===== src/rtl/clkdiv_pkg.sv =====
// Shared divisor type and helpers for the clkdiv_bank channels.
package clkdiv_pkg;

    localparam int DIV_W_DEF = 8;

    typedef logic [DIV_W_DEF-1:0] div_t;

    localparam div_t DIV_DISABLED = '0;

    // ceil(d/2) without widening: odd divisors get the extra high cycle.
    function automatic div_t half_hi(input div_t d);
        return (d >> 1) + div_t'(d[0]);
    endfunction

endpackage


===== src/rtl/clkdiv_chan.sv =====
// One divider channel: a period counter with a pending divisor that is swapped in only at a period boundary.
// With CLKDIV_SYNC_EN defined, sync_i forces a boundary on every enabled channel.
module clkdiv_chan
    import clkdiv_pkg::*;
#(
    parameter int DEF_DIV = 25
) (
    input  logic clk_i,
    input  logic rst_ni,
    input  logic load_i,
    input  div_t value_i,
    input  logic sync_i,
    output logic pend_o,
    output logic clk_o,
    output logic tick_o
);

    localparam div_t DEF_VAL  = div_t'(DEF_DIV);
    localparam div_t DEF_LAST = div_t'(DEF_DIV - 1);

    div_t count_q, count_d;
    div_t div_q, div_d;
    div_t pend_val_q, pend_val_d;
    logic pend_q, pend_d;
    logic clk_q, clk_d;
    logic tick_q, tick_d;
    logic wrap;
    div_t hi;

`ifdef CLKDIV_SYNC_EN
    assign wrap = (count_q == div_q - div_t'(1)) || sync_i;
`else
    logic unused_sync;
    assign unused_sync = sync_i;
    assign wrap = (count_q == div_q - div_t'(1));
`endif

    assign hi = half_hi(div_q);

    always_comb begin
        count_d    = count_q;
        div_d      = div_q;
        pend_d     = pend_q;
        pend_val_d = pend_val_q;
        clk_d      = 1'b0;
        tick_d     = 1'b0;
        if (div_q == DIV_DISABLED) begin
            // Preload count to the last slot so the following edge opens a fresh period.
            if (pend_q) begin
                div_d   = pend_val_q;
                pend_d  = 1'b0;
                count_d = (pend_val_q == DIV_DISABLED) ? '0 : pend_val_q - div_t'(1);
            end
        end else if (wrap) begin
            if (pend_q) begin
                div_d  = pend_val_q;
                pend_d = 1'b0;
            end
            count_d = '0;
            clk_d   = (div_d != DIV_DISABLED);
            tick_d  = (div_d != DIV_DISABLED);
        end else begin
            count_d = count_q + div_t'(1);
            clk_d   = (count_d < hi);
        end
        if (load_i) begin
            pend_d     = 1'b1;
            pend_val_d = (value_i == div_t'(1)) ? div_t'(2) : value_i;
        end
    end

    always_ff @(posedge clk_i) begin
        if (!rst_ni) begin
            count_q    <= DEF_LAST;
            div_q      <= DEF_VAL;
            pend_q     <= 1'b0;
            pend_val_q <= '0;
            clk_q      <= 1'b0;
            tick_q     <= 1'b0;
        end else begin
            count_q    <= count_d;
            div_q      <= div_d;
            pend_q     <= pend_d;
            pend_val_q <= pend_val_d;
            clk_q      <= clk_d;
            tick_q     <= tick_d;
        end
    end

    assign pend_o = pend_q;
    assign clk_o  = clk_q;
    assign tick_o = tick_q;

endmodule


===== src/rtl/clkdiv_bank.sv =====
// CH independent clock dividers with runtime-reprogrammable divisors and a shared write port.
// Optional phase realignment via sync_i is built in only when CLKDIV_SYNC_EN is defined.
module clkdiv_bank
    import clkdiv_pkg::*;
#(
    parameter int CH      = 4,
    parameter int DIV_W   = DIV_W_DEF,
    parameter int DEF_DIV = 25,
    localparam int CW     = (CH > 1) ? $clog2(CH) : 1
) (
    input  logic             clk100mhz,
    input  logic             rst_n,
    input  logic             div_valid,
    output logic             div_ready,
    input  logic [CW-1:0]    div_chan,
    input  logic [DIV_W-1:0] div_value,
    input  logic             sync_i,
    output logic [CH-1:0]    clk_o,
    output logic [CH-1:0]    tick_o
);

    logic [CH-1:0] pend_vec;
    logic          in_range;

    // Out-of-range channels always accept so a stray write can never stall the port.
    assign in_range  = int'(div_chan) < CH;
    assign div_ready = in_range ? !pend_vec[div_chan] : 1'b1;

    for (genvar gi = 0; gi < CH; gi++) begin : g_chan
        logic load;
        assign load = div_valid && div_ready && (int'(div_chan) == gi);

        clkdiv_chan #(
            .DEF_DIV(DEF_DIV)
        ) u_chan (
            .clk_i  (clk100mhz),
            .rst_ni (rst_n),
            .load_i (load),
            .value_i(div_t'(div_value)),
            .sync_i (sync_i),
            .pend_o (pend_vec[gi]),
            .clk_o  (clk_o[gi]),
            .tick_o (tick_o[gi])
        );
    end

endmodule

===== config.mk =====
export PLATFORM = sky130hd
export DESIGN_NAME = clkdiv_bank
export DESIGN_NICKNAME = d
export VERILOG_FILES = /design/src/rtl/clkdiv_pkg.sv /design/src/rtl/clkdiv_chan.sv /design/src/rtl/clkdiv_bank.sv
export SDC_FILE = /design/constraint.sdc
export NUM_CORES = 1
export LEC_CHECK = 0
export ABC_AREA = 1
export CORE_ASPECT_RATIO = 0.9
export CORE_MARGIN = 5
export CORE_UTILIZATION = 51
export CTS_CLUSTER_SIZE = 30
export DETAILED_ROUTE_END_ITERATION = 6
export PLACE_DENSITY = 0.79
export SLEW_MARGIN = 20
export SYNTH_ARGS = -nofsm -noshare
export SYNTH_HDL_FRONTEND = slang
export SYNTH_SLANG_ARGS = --single-unit

===== constraint.sdc =====
create_clock -name clk100mhz -period 2.1 [get_ports clk100mhz]
set_input_delay 0.42 -clock clk100mhz [delete_from_list [all_inputs] [get_ports clk100mhz]]
set_output_delay 0.42 -clock clk100mhz [all_outputs]
set_load 0.02 [all_outputs]

==> results.rst, run 1 <==
.. list-table::
   :header-rows: 1

   * - Metric
     - Value
   * - Area of the core
     - 16,020 um2
   * - Netlist area before placement
     - 8258 um2
   * - Dominant cell type by count on the critical path
     - sky130_fd_sc_hd__nand2_1
   * - Number of synthesis warnings
     - 0
   * - Arrival time reported for the critical path endpoint
     - 2.30 ns
   * - Number of vias after detailed routing
     - 7,945
   * - Crit Path Category
     - flip-flop to flip-flop
   * - Count of port buffers added during placement
     - 21
   * - Required time of the critical path
     - 2.41 ns
   * - Number of H-tree levels
     - 3
   * - Cells after Synth
     - 1,265
   * - Vias in the first global route
     - 7,212
   * - Most frequent cells in the layout
     - sky130_fd_sc_hd__nand2_1 (257), sky130_fd_sc_hd__inv_1 (164), sky130_fd_sc_hd__nand3_1 (116)
   * - Post-Route WL
     - 19.83 mm
   * - Leakage power figure
     - 0.004240 uW
   * - Status
     - completed
   * - Beginning of the critical path
     - g_chan[3].u_chan.div_q[1]
   * - Post-layout worst setup margin
     - 0.1112 ns
   * - # DRC
     - 0
   * - DP HPWL
     - 14.58 mm
   * - Netlist cell types
     - 36
   * - Footprint of the multi-input gates
     - 5081 um2
   * - HP Start
     - div_chan[1]
   * - Per-instance average area after synthesis
     - 6.528 um2
   * - Setup TNS Final
     - 0 ns
   * - Power density over the cells
     - 1178 nW/um2
   * - Synthesis-to-layout area growth
     - 10.83%
   * - Number of antenna cells inserted
     - 0
   * - Area of the die
     - 18,840 um2
   * - Wire length of the first global-routing pass
     - 33.13 mm
   * - Seq cells post-synth
     - 108
   * - Setup-violating endpoint count in the final report
     - 0
   * - Fraction of final layout cells sized beyond drive strength 1
     - 12.16%
   * - Final design area excluding fillers
     - 9153 um2
   * - Path class of the lowest-slack min-delay path
     - primary input to flip-flop
   * - Launch point of the worst reg-to-reg path
     - g_chan[3].u_chan.div_q[1]
   * - GPL Wtd Cong
     - 0.8869
   * - Maximum vdd ir drop
     - 0.0006927 V
   * - Average routed wire per standard cell
     - 13.17 um
   * - Per-cell via count in the routed design
     - 5.276
   * - Number of detailed-route iterations in the first pass
     - 5
   * - Reg clk slew, reported paths
     - 0.08 ns
   * - Maximum clock frequency
     - 502.8 MHz
   * - Number of antenna violations at the first check in global routing
     - 0
   * - Delay of the slowest cell on the worst path
     - 0.37 ns
   * - Slew at the pin with the worst max-slew slack
     - 0.5406 ns
   * - Fillers
     - 1,472
   * - Number of nets in the finished design
     - 1,356
   * - Cell with the biggest individual delay on the critical path
     - sky130_fd_sc_hd__dfxtp_4
   * - Sequential cell area in the final layout
     - 2181 um2
   * - Residual overflow from global routing
     - 0
   * - Leading cell type in the layout, fill and taps excluded
     - sky130_fd_sc_hd__nand2_1
   * - Die outline width
     - 144.1 um
   * - Worst Setup Start Kind
     - flip-flop
   * - Library cell used as clock root buffer
     - sky130_fd_sc_hd__clkbuf_16
   * - Hold Violations, Final
     - 0
   * - WP buf/inv
     - 0
   * - Max-cap check violation count
     - 0
   * - Boundary pin count
     - 23
   * - Pin count of the biggest net entering global routing
     - 89
   * - Pre-CTS setup slack
     - -0.3314 ns
   * - CTS tree
     - yes
   * - Maximum number of buffers from clock root to sink
     - 2
   * - Total count of max-transition violations in the final report
     - 0
   * - Global-route usage over all layers
     - 21.34%
   * - TritonCTS Buffers
     - 9
   * - Initial DRC count
     - 709
   * - Worst-case clock skew
     - 0.005674 ns
   * - Final critical-path required period
     - 1.989 ns
   * - List of cells traversed by the critical path
     - ha_2 -> nand3_2 -> nor2_2 -> nand2_1 -> xor2_1 -> ha_1 -> a21oi_1 -> nand2_1 -> nand2_1 -> nand2_1 -> nand2_1 -> nand3_1 -> nand2_1
   * - Largest delay contributor family on the critical path
     - simple AND/OR/NAND/NOR gates
   * - Placement Cell Area
     - 8736 um2
   * - Final Cycle Share
     - 94.70%
   * - Maximum fanout along the worst path
     - 4
   * - TritonCTS sink count
     - 108
   * - Worst relative slew slack
     - 63.92%
   * - Critical Path End Type
     - flip-flop
   * - Die Ht
     - 130.7 um
   * - Net count of the mapped netlist
     - 1,327
   * - Standard-cell rows
     - 44
   * - Effective utilization at floorplan
     - 51.55%
   * - Post-synthesis sequential area ratio
     - 26.18%
   * - Residual antenna-violating net count after detailed routing
     - 0
   * - Latest clock arrival within the worst-skew pair
     - 0.36 ns
-- repair_timing --
item | 4_1_cts | 5_1_grt
pin swaps | 0 | 2
gates resized for setup | 3 | 30
setup buffers | 0 | 6
endpoints found under the setup margin | 1 | 43
endpoints found under the hold margin | 0 | 0
hold buffers | 0 | 0
-- final cells by class --
cell class	instances	share of cell area (%)
inverter	179	7.341
multi-input combinational	916	55.52
tap	207	2.830
clock buffer	10	2.502
timing repair buffer	80	7.286
sequential	108	23.83
clock inverter	6	0.6972
-- cells by family after synthesis --
family                     count (synthesis)  synth area share, %
DFF                                      108                26.18
xor gates and xnor gates                  78                8.439
buffers and inverters                    241                12.94
AOI/OAI and AO/OA                        229                14.27
adders and majority gates                 48                7.273
and+or+nand+nor                          561                30.89
-- path summary, 6_finish.rpt --
check                           slack [ns]  cells past startpoint                             end
worst min-delay path                  0.49                      4  g_chan[0].u_chan.pend_val_q[7]
worst min register to register        0.51                      2  g_chan[1].u_chan.pend_val_q[5]
worst max-delay path                  0.11                     13          g_chan[3].u_chan.clk_o
worst max register to register        0.11                     13          g_chan[3].u_chan.clk_o
-- worst reg2reg max path: cells and delay by family, from the launching register on --
family                     cells  cell delay (ns)
adders and majority gates      2             0.50
AOI/OAI and AO/OA              1             0.15
DFF                            1             0.37
and+or+nand+nor                9             0.74
xor gates and xnor gates       1             0.18
-- layer usage --
layer | GRT usage, % | wire length (um) | up-vias
li1 | - | - | 4112
met1 | 28.82 | 9215 | 3592
met2 | 36.32 | 9434 | 217
met3 | 3.785 | 981 | 24
met4 | 3.950 | 196 | 0
met5 | 0 | 0 | -
-- cell usage after synthesis --
cell	number	area (um2)
sky130_fd_sc_hd__nor2_8	1	20.02
sky130_fd_sc_hd__nand3_4	1	17.52
sky130_fd_sc_hd__dfxtp_1	108	2162
sky130_fd_sc_hd__xnor3_1	1	22.52
sky130_fd_sc_hd__nand3_1	118	590.6
sky130_fd_sc_hd__nor3_1	12	60.06
sky130_fd_sc_hd__ha_1	48	600.6
sky130_fd_sc_hd__nor2_1	105	394.1
sky130_fd_sc_hd__buf_4	14	105.1
sky130_fd_sc_hd__nor3b_1	1	7.510
sky130_fd_sc_hd__xor2_1	60	525.5
sky130_fd_sc_hd__o31ai_1	3	22.52
sky130_fd_sc_hd__clkbuf_2	1	5.000
sky130_fd_sc_hd__nor2_2	12	75.07
sky130_fd_sc_hd__a21boi_0	1	7.510
sky130_fd_sc_hd__buf_2	16	80.08
sky130_fd_sc_hd__nor4_1	2	12.51
sky130_fd_sc_hd__nand4_1	18	112.6
sky130_fd_sc_hd__buf_1	2	7.510
sky130_fd_sc_hd__inv_2	15	56.30
sky130_fd_sc_hd__a21oi_2	4	35.03
sky130_fd_sc_hd__nor2_4	10	112.6
sky130_fd_sc_hd__nand3b_1	3	22.52
sky130_fd_sc_hd__xnor2_1	17	148.9
sky130_fd_sc_hd__o21a_1	1	7.510
sky130_fd_sc_hd__clkbuf_1	17	63.81
sky130_fd_sc_hd__o21ai_0	113	565.5
sky130_fd_sc_hd__nand2_1	257	964.7
sky130_fd_sc_hd__inv_1	164	615.6
sky130_fd_sc_hd__a31oi_1	4	25.02
sky130_fd_sc_hd__o21ai_1	14	70.07
sky130_fd_sc_hd__nand2_4	3	33.78
sky130_fd_sc_hd__nand3_2	4	40.04
sky130_fd_sc_hd__buf_6	12	135.1
sky130_fd_sc_hd__nand2_2	14	87.58
sky130_fd_sc_hd__a21oi_1	89	445.4
-- state kept, by name (all words and copies together), names as in the netlist --
signal,count
g_chan.u_chan.pend_o,4
g_chan.u_chan.div_q,32
g_chan.u_chan.tick_o,4
g_chan.u_chan.pend_val_q,32
g_chan.u_chan.count_q,32
g_chan.u_chan.clk_o,4
-- per-stage QoR --
stage	hold slack (ns)	instances	total power, uW	utilization (%)
6_report	0.4890	1506	10780	57.13
5_1_grt	0.5297	1506	11780	57.13
4_1_cts	0.5104	1500	10520	56.37
3_5_place_dp	0.4987	1484	8744	54.53
3_3_place_gp	0.4972	1484	8571	54.53
2_1_floorplan	0.4607	1265	7672	-
-- power by group --
part / total [uW] / switching (uW) / internal (uW)
logic: 5960 / 3550 / 2400
clock network: 1740 / 817 / 927
registers: 3080 / 560 / 2520
Note: power is estimated with default switching activity, not from simulation.
==> run 2: changes to the inputs <==
--- a/config.mk
+++ b/config.mk
@@ -11,7 +11,7 @@
 export CORE_UTILIZATION = 51
 export CTS_CLUSTER_SIZE = 30
 export DETAILED_ROUTE_END_ITERATION = 6
-export PLACE_DENSITY = 0.79
+export PLACE_DENSITY_LB_ADDON = 0.12
 export SLEW_MARGIN = 20
 export SYNTH_ARGS = -nofsm -noshare
 export SYNTH_HDL_FRONTEND = slang
==> run 2 against run 1 <==
Effect of this change:
- largest cell class unchanged
- highest routed layer unchanged
- critical endpoint is now g_chan[1].u_chan.clk_o
- clock power increased by 3%
- critical path type unchanged
- clock-buffer cell count rose by 1
- die area unchanged
==> results.rst, run 2 (synthesized netlist as in run 1, its figures left out) <==
.. list-table::
   :header-rows: 1

   * - Metric
     - Value
   * - Status
     - completed (unchanged)
   * - Maximum number of buffers from clock root to sink
     - 2 (unchanged)
   * - Vias in the first global route
     - 7,198 (was 7,212)
   * - Delay of the slowest cell on the worst path
     - 0.35 ns (was 0.37 ns)
   * - Effective utilization at floorplan
     - 51.55% (unchanged)
   * - CTS tree
     - yes (unchanged)
   * - Average routed wire per standard cell
     - 13.20 um (was 13.17 um)
   * - Setup-violating endpoint count in the final report
     - 0 (unchanged)
   * - Fillers
     - 1,589 (was 1,472)
   * - Area of the die
     - 18,840 um2 (unchanged)
   * - Leading cell type in the layout, fill and taps excluded
     - sky130_fd_sc_hd__nand2_1 (unchanged)
   * - Power density over the cells
     - 1177 nW/um2 (was 1178 nW/um2)
   * - Reg clk slew, reported paths
     - 0.07 ns (was 0.08 ns)
   * - Count of port buffers added during placement
     - 21 (unchanged)
   * - GPL Wtd Cong
     - 0.8575 (was 0.8869)
   * - Number of antenna violations at the first check in global routing
     - 0 (unchanged)
   * - TritonCTS Buffers
     - 9 (unchanged)
   * - Worst Setup Start Kind
     - flip-flop (unchanged)
   * - Worst-case clock skew
     - 0.007557 ns (was 0.005674 ns)
   * - Sequential cell area in the final layout
     - 2181 um2 (unchanged)
   * - Path class of the lowest-slack min-delay path
     - flip-flop to flip-flop (was primary input to flip-flop)
   * - Slew at the pin with the worst max-slew slack
     - 0.4498 ns (was 0.5406 ns)
   * - Residual overflow from global routing
     - 0 (unchanged)
   * - Maximum fanout along the worst path
     - 7 (was 4)
   * - Required time of the critical path
     - 2.39 ns (was 2.41 ns)
   * - Initial DRC count
     - 499 (was 709)
   * - Standard-cell rows
     - 44 (unchanged)
   * - Library cell used as clock root buffer
     - sky130_fd_sc_hd__clkbuf_16 (unchanged)
   * - Largest regs
     - g_chan.u_chan.count_q x32, g_chan.u_chan.div_q x32, g_chan.u_chan.pend_val_q x32 (unchanged)
   * - Switching pwr
     - 4926 uW (was 4932 uW)
   * - Boundary pin count
     - 23 (unchanged)
   * - Cell with the biggest individual delay on the critical path
     - sky130_fd_sc_hd__dfxtp_2 (was sky130_fd_sc_hd__dfxtp_4)
   * - Residual antenna-violating net count after detailed routing
     - 0 (unchanged)
   * - Number of vias after detailed routing
     - 7,725 (was 7,945)
   * - Critical Path End Type
     - flip-flop (unchanged)
   * - Fraction of final layout cells sized beyond drive strength 1
     - 13.50% (was 12.16%)
   * - Number of antenna cells inserted
     - 0 (unchanged)
   * - Crit Path Category
     - flip-flop to flip-flop (unchanged)
   * - Pin count of the biggest net entering global routing
     - 50 (was 89)
   * - Worst reg2reg setup slack
     - 0.11 ns (about the same)
   * - Hold Violations, Final
     - 0 (unchanged)
   * - Total count of max-transition violations in the final report
     - 0 (unchanged)
   * - Post-Route WL
     - 20.04 mm (was 19.83 mm)
   * - Most frequent cells in the layout
     - sky130_fd_sc_hd__nand2_1 (257), sky130_fd_sc_hd__inv_1 (162), sky130_fd_sc_hd__nand3_1 (114) (was sky130_fd_sc_hd__nand2_1 (257), sky130_fd_sc_hd__inv_1 (164), sky130_fd_sc_hd__nand3_1 (116))
   * - Area of the core
     - 16,020 um2 (unchanged)
   * - Max-cap check violation count
     - 0 (unchanged)
   * - DP HPWL
     - 15.38 mm (was 14.58 mm)
   * - Number of H-tree levels
     - 3 (unchanged)
   * - Per-cell via count in the routed design
     - 5.089 (was 5.276)
   * - Arrival time reported for the critical path endpoint
     - 2.27 ns (was 2.30 ns)
   * - Placed insts
     - 1,499 (was 1,484)
   * - Maximum clock frequency
     - 503.6 MHz (was 502.8 MHz)
   * - Footprint of the multi-input gates
     - 5087 um2 (was 5081 um2)
   * - Number of detailed-route iterations in the first pass
     - 5 (unchanged)
   * - Final Cycle Share
     - 94.56% (was 94.70%)
   * - Pre-CTS setup slack
     - -0.4009 ns (was -0.3314 ns)
   * - Cell-internal power
     - 5977 uW (was 5852 uW)
   * - Non-filler instance count after layout
     - 1,518 (was 1,506)
   * - Worst relative slew slack
     - 70.02% (was 63.92%)
   * - List of cells traversed by the critical path
     - inv_1 -> ha_1 -> xor2_1 -> o21ai_0 -> nor2_1 -> nand2_1 -> nor2_1 -> nand2_2 -> buf_4 -> nor2_1 -> nand2_1 -> o21ai_0 (was ha_2 -> nand3_2 -> nor2_2 -> nand2_1 -> xor2_1 -> ha_1 -> a21oi_1 -> nand2_1 -> nand2_1 -> nand2_1 -> nand2_1 -> nand3_1 -> nand2_1)
   * - Dominant cell type by count on the critical path
     - sky130_fd_sc_hd__nor2_1 (was sky130_fd_sc_hd__nand2_1)
   * - Maximum vdd ir drop
     - 0.0006684 V (was 0.0006927 V)
   * - Leakage power figure
     - 0.004287 uW (was 0.004240 uW)
   * - Share of total power in sequential cells
     - 28.2% (was 28.6%)
   * - Switching fraction of total power
     - 45.18% (was 45.73%)
   * - # DRC
     - 0 (unchanged)
   * - Final critical-path required period
     - 1.986 ns (was 1.989 ns)
   * - TritonCTS sink count
     - 108 (unchanged)
   * - Unrepaired setup endpoints after global routing
     - yes
   * - Wire length of the first global-routing pass
     - 34.18 mm (was 33.13 mm)
   * - Synthesis-to-layout area growth
     - 12.14% (was 10.83%)
   * - Die outline width
     - 144.1 um (unchanged)
   * - Share of power burned in the clock network
     - 16.4% (was 16.2%)
   * - Number of nets in the finished design
     - 1,368 (was 1,356)
   * - Latest clock arrival within the worst-skew pair
     - 0.36 ns (about the same)
   * - Global-route usage over all layers
     - 22.18% (was 21.34%)
   * - Die Ht
     - 130.7 um (unchanged)
   * - Share of power burned in combinational logic
     - 55.3% (about the same)
   * - Post-layout worst setup margin
     - 0.1143 ns (was 0.1112 ns)
[run 2: cell count changes in the layout (fill, tap and decap cells not counted), moves of 3 or more]
cell / change
sky130_fd_sc_hd__buf_4: +11
sky130_fd_sc_hd__o21ai_0: +3
sky130_fd_sc_hd__o21ai_1: -3
sky130_fd_sc_hd__dfxtp_2: +3
[run 2: power groups by stage]
stage	registers, uW	clock network, uW	logic, uW
2_1_floorplan	2860	0	4810
3_3_place_gp	3080	0	5780
3_5_place_dp	3090	0	5850
4_1_cts	3040	1840	5890
5_1_grt	3170	1920	6870
6_report	3080	1790	6030
[run 2: worst max-delay path, delay by kind of cell (launching register included)]
family / cells / cell delay [ns]
DFF: 1 / 0.35
AOI/OAI and AO/OA: 2 / 0.19
buffers and inverters: 2 / 0.25
and+or+nand+nor: 6 / 0.67
adders and majority gates: 1 / 0.31
xor gates and xnor gates: 1 / 0.14
[run 2: layout make-up]
type	instances	area share, %
timing repair buffer	92	8.175
inverter	179	7.283
tap	207	2.797
clock buffer	11	2.621
sequential	108	23.55
multi-input combinational	916	54.94
clock inverter	5	0.6350
[run 2: routing by layer]
metal | GRT usage (%) | up-vias | wire length, um
li1 | - | 4137 | -
met3 | 3.530 | 15 | 475
met5 | 0 | - | 0
met2 | 35.96 | 85 | 9062
met4 | 4.443 | 0 | 213
met1 | 31.48 | 3488 | 10290
[run 2: worst paths after layout]
check | from | endpoint | cells after the start
setup / recovery | g_chan[1].u_chan.div_q[0] | g_chan[1].u_chan.clk_o | 12
hold / removal | g_chan[1].u_chan.pend_val_q[5] | g_chan[1].u_chan.pend_val_q[5] | 2
setup reg to reg | g_chan[1].u_chan.div_q[0] | g_chan[1].u_chan.clk_o | 12
hold reg to reg | g_chan[1].u_chan.pend_val_q[5] | g_chan[1].u_chan.pend_val_q[5] | 2
[run 2: timing repair]
item,in CTS,in global routing
endpoints found under the hold margin,0,0
hold buffers,0,0
setup buffers,0,3
endpoints found under the setup margin,1,54
pin swaps,0,5
resized for setup,2,34
[run 2: through the flow]
stage | total power [uW] | cell area (um2) | hold slack (ns) | util [%] | TNS [ns]
6_report | 10900 | 9260 | 0.5083 | 57.80 | 0
5_1_grt | 11960 | 9260 | 0.5405 | 57.80 | -0.06188
4_1_cts | 10780 | 9160 | 0.5072 | 57.18 | 0
3_5_place_dp | 8939 | 8861 | 0.4955 | 55.31 | -10.44
3_3_place_gp | 8858 | 8861 | 0.4980 | 55.31 | -9.140
2_1_floorplan | 7672 | 8258 | 0.4607 | - | 0
==> run 3: changes to the inputs <==
--- a/config.mk
+++ b/config.mk
@@ -11,7 +11,7 @@
 export CORE_UTILIZATION = 51
 export CTS_CLUSTER_SIZE = 30
 export DETAILED_ROUTE_END_ITERATION = 6
-export PLACE_DENSITY_LB_ADDON = 0.12
+export PLACE_DENSITY = 0.68
 export SLEW_MARGIN = 20
 export SYNTH_ARGS = -nofsm -noshare
 export SYNTH_HDL_FRONTEND = slang
==> run 3 against run 2 <==
Effect of this change:
- sequential power barely moved
- clock-buffer cell count did not move
- clock power barely moved
- worst setup slack improved by 0.041 ns
- critical path type unchanged
- sequential share of layout area fell by 0.075 points
- cell area rose by 0.38%
- critical endpoint unchanged
- via count rose by 2.0%
- sequential cell count did not move
- combinational power rose by 5.1%
- global-route usage fell by 0.21 points
==> results.rst, run 3 (synthesized netlist as in run 1, its figures left out) <==
.. list-table::
   :header-rows: 1

   * - Metric
     - Value
   * - Die Ht
     - 130.7 um (unchanged)
   * - Setup TNS Final
     - 0 ns (unchanged)
   * - Maximum clock frequency
     - 514.1 MHz (was 503.6 MHz)
   * - DP HPWL
     - 15.23 mm (was 15.38 mm)
   * - Count of port buffers added during placement
     - 21 (unchanged)
   * - Critical Path End Type
     - flip-flop (unchanged)
   * - Final Cycle Share
     - 92.62% (was 94.56%)
   * - Worst-case clock skew
     - 0.009711 ns (was 0.007557 ns)
   * - Maximum fanout along the worst path
     - 5 (was 7)
   * - Worst reg2reg path depth
     - 11 (was 12)
   * - Residual overflow from global routing
     - 0 (unchanged)
   * - Vias in the first global route
     - 7,073 (was 7,198)
   * - Number of antenna cells inserted
     - 0 (unchanged)
   * - Worst relative slew slack
     - 57.95% (was 70.02%)
   * - Largest regs
     - g_chan.u_chan.count_q x32, g_chan.u_chan.div_q x32, g_chan.u_chan.pend_val_q x32 (unchanged)
   * - Worst Setup Start Kind
     - flip-flop (unchanged)
   * - Delay of the slowest cell on the worst path
     - 0.37 ns (was 0.35 ns)
   * - Power density over the cells
     - 1205 nW/um2 (was 1177 nW/um2)
   * - Slew at the pin with the worst max-slew slack
     - 0.6308 ns (was 0.4498 ns)
   * - Synthesis-to-layout area growth
     - 12.56% (was 12.14%)
   * - Setup-violating endpoint count in the final report
     - 0 (unchanged)
   * - Fraction of final layout cells sized beyond drive strength 1
     - 13.22% (was 13.50%)
   * - Number of H-tree levels
     - 3 (unchanged)
   * - Maximum vdd ir drop
     - 0.0007523 V (was 0.0006684 V)
   * - TritonCTS sink count
     - 108 (unchanged)
   * - Number of stages on the worst hold path
     - 4 (was 2)
   * - Maximum number of buffers from clock root to sink
     - 2 (unchanged)
   * - Arrival time reported for the critical path endpoint
     - 2.24 ns (was 2.27 ns)
   * - HP Start
     - div_chan[0] (was g_chan[1].u_chan.pend_val_q[5])
   * - Hold Violations, Final
     - 0 (unchanged)
   * - Average routed wire per standard cell
     - 13.16 um (was 13.20 um)
   * - Capture instance of the worst register-to-register path
     - g_chan[1].u_chan.clk_o (unchanged)
   * - Path class of the lowest-slack min-delay path
     - primary input to flip-flop (was flip-flop to flip-flop)
   * - Reg clk slew, reported paths
     - 0.08 ns (was 0.07 ns)
   * - Global-route usage over all layers
     - 21.96% (was 22.18%)
   * - Final critical-path required period
     - 1.945 ns (was 1.986 ns)
   * - Per-cell via count in the routed design
     - 5.197 (was 5.089)
   * - Pin count of the biggest net entering global routing
     - 66 (was 50)
   * - Launch point of the worst reg-to-reg path
     - g_chan[1].u_chan.div_q[0] (unchanged)
   * - Total count of max-transition violations in the final report
     - 0 (unchanged)
   * - Post-Route WL
     - 19.95 mm (was 20.04 mm)
   * - Number of detailed-route iterations in the first pass
     - 5 (unchanged)
   * - Max-cap check violation count
     - 0 (unchanged)
   * - Status
     - completed (unchanged)
   * - Cell with the biggest individual delay on the critical path
     - sky130_fd_sc_hd__dfxtp_4 (was sky130_fd_sc_hd__dfxtp_2)
   * - Boundary pin count
     - 23 (unchanged)
   * - Required time of the critical path
     - 2.40 ns (was 2.39 ns)
   * - Most frequent cells in the layout
     - sky130_fd_sc_hd__nand2_1 (257), sky130_fd_sc_hd__inv_1 (164), sky130_fd_sc_hd__nand3_1 (115) (was sky130_fd_sc_hd__nand2_1 (257), sky130_fd_sc_hd__inv_1 (162), sky130_fd_sc_hd__nand3_1 (114))
   * - Die outline width
     - 144.1 um (unchanged)
   * - Wire length of the first global-routing pass
     - 33.72 mm (was 34.18 mm)
   * - Fillers
     - 1,568 (was 1,589)
   * - Hold path endpoint
     - g_chan[0].u_chan.pend_val_q[7] (was g_chan[1].u_chan.pend_val_q[5])
   * - Latest clock arrival within the worst-skew pair
     - 0.37 ns (was 0.36 ns)
   * - Non-filler instance count after layout
     - 1,516 (was 1,518)
   * - Residual antenna-violating net count after detailed routing
     - 0 (unchanged)
   * - Number of vias after detailed routing
     - 7,878 (was 7,725)
   * - Library cell used as clock root buffer
     - sky130_fd_sc_hd__clkbuf_16 (unchanged)
   * - Standard-cell rows
     - 44 (unchanged)
   * - # DRC
     - 0 (unchanged)
   * - Leakage power figure
     - 0.004296 uW (was 0.004287 uW)
   * - WP buf/inv
     - 1 (was 2)
   * - Largest delay contributor family on the critical path
     - adder cells (was simple AND/OR/NAND/NOR gates)
   * - GPL Wtd Cong
     - 0.8608 (was 0.8575)
   * - Area of the die
     - 18,840 um2 (unchanged)
   * - Final design area excluding fillers
     - 9295 um2 (was 9260 um2)
   * - Placed insts
     - 1,495 (was 1,499)
   * - Number of nets in the finished design
     - 1,366 (was 1,368)
   * - Number of antenna violations at the first check in global routing
     - 0 (unchanged)
   * - Leading cell type in the layout, fill and taps excluded
     - sky130_fd_sc_hd__nand2_1 (unchanged)
   * - TritonCTS Buffers
     - 9 (unchanged)
   * - List of cells traversed by the critical path
     - ha_1 -> ha_1 -> inv_1 -> ha_1 -> a21oi_2 -> o21ai_0 -> a21oi_1 -> nor2_1 -> nor2_1 -> nor2_1 -> o21ai_0 (was inv_1 -> ha_1 -> xor2_1 -> o21ai_0 -> nor2_1 -> nand2_1 -> nor2_1 -> nand2_2 -> buf_4 -> nor2_1 -> nand2_1 -> o21ai_0)
   * - Initial DRC count
     - 652 (was 499)
   * - CTS tree
     - yes (unchanged)
   * - Placement Cell Area
     - 8831 um2 (was 8861 um2)
   * - Area of the core
     - 16,020 um2 (unchanged)
   * - Effective utilization at floorplan
     - 51.55% (unchanged)
   * - Crit Path Category
     - flip-flop to flip-flop (unchanged)
   * - Worst reg2reg setup slack
     - 0.16 ns (was 0.11 ns)
-- run 3: cell types whose count changed in the layout (fill, tap and decap cells not counted), moves of 2 or more --
cell	delta
sky130_fd_sc_hd__a21oi_2	+2
sky130_fd_sc_hd__clkinv_4	+3
sky130_fd_sc_hd__dfxtp_2	-5
sky130_fd_sc_hd__o21ai_0	-2
sky130_fd_sc_hd__nand2_4	-4
sky130_fd_sc_hd__a21oi_1	-2
sky130_fd_sc_hd__dfxtp_1	+3
sky130_fd_sc_hd__buf_4	-2
sky130_fd_sc_hd__dfxtp_4	+2
sky130_fd_sc_hd__inv_1	+2
sky130_fd_sc_hd__clkinvlp_4	-2
sky130_fd_sc_hd__nand2_8	+3
-- run 3: cell type report --
class / count / area, um2 / share of cell area (%)
Sequential cell: 108 / 2182 / 23.48
Clock inverter: 5 / 61.31 / 0.6596
Tap cell: 207 / 259.0 / 2.786
Multi-Input combinational cell: 916 / 5132 / 55.22
Inverter: 179 / 671.9 / 7.228
Clock buffer: 11 / 242.7 / 2.611
Timing Repair Buffer: 90 / 745.7 / 8.023
-- run 3: metal layers --
layer  part of all wire [%]  vias to the layer above  GRT usage, %
li1                       -                     4135             -
met1                     49                     3558         30.36
met2                     46                      160         35.91
met3                    3.7                       25         3.857
met4                    1.3                        0         5.321
met5                      0                        -             0
-- run 3: worst reg2reg max path, stage by stage (launching register included) --
cell,delay [ns]
sky130_fd_sc_hd__dfxtp_4,0.37
sky130_fd_sc_hd__ha_1,0.22
sky130_fd_sc_hd__ha_1,0.27
sky130_fd_sc_hd__inv_1,0.04
sky130_fd_sc_hd__ha_1,0.28
sky130_fd_sc_hd__a21oi_2,0.14
sky130_fd_sc_hd__o21ai_0,0.10
sky130_fd_sc_hd__a21oi_1,0.15
sky130_fd_sc_hd__nor2_1,0.05
sky130_fd_sc_hd__nor2_1,0.10
sky130_fd_sc_hd__nor2_1,0.05
sky130_fd_sc_hd__o21ai_0,0.12
-- run 3: how the worst max path moves through the flow --
stage / to / from / slack, ns / depth (start not counted)
floorplan: g_chan[2].u_chan.div_q[2] / g_chan[2].u_chan.div_q[0] / 0.26 / 15
global placement: div_ready / div_chan[0] / -0.33 / 6
detailed placement: div_ready / div_chan[0] / -0.33 / 6
CTS: div_ready / div_chan[0] / 0.005 / 6
global route: g_chan[3].u_chan.clk_o / g_chan[3].u_chan.div_q[0] / -0.000009 / 13
finish: g_chan[1].u_chan.clk_o / g_chan[1].u_chan.div_q[0] / 0.16 / 11
-- run 3: where the power goes --
part / switching [uW] / leakage [uW] / internal (uW)
registers: 545 / 0.000886 / 2520
logic: 3660 / 0.00326 / 2680
clock network: 831 / 0.000150 / 964
total: 5040 / 0.00430 / 6160
-- run 3: metrics by stage --
stage	util (%)	hold slack [ns]	total power (uW)	setup WS, ns
after floorplan	-	0.4607	7672	0.2621
after detailed placement	55.12	0.4968	8930	-0.3318
after CTS	57.03	0.4908	10770	0.004926
after global routing	58.02	0.5124	12320	-0.000008882
after global placement	55.12	0.4908	8846	-0.3297
final	58.02	0.4887	11200	0.1550
-- run 3: repair_timing --
| action | CTS | global route |
|---|---|---|
| pin swaps | 0 | 7 |
| endpoints found under the hold margin | 0 | 0 |
| endpoints found under the setup margin | 1 | 56 |
| setup buffers | 0 | 5 |
| hold buffers | 0 | 0 |
| gates resized for setup | 3 | 38 |
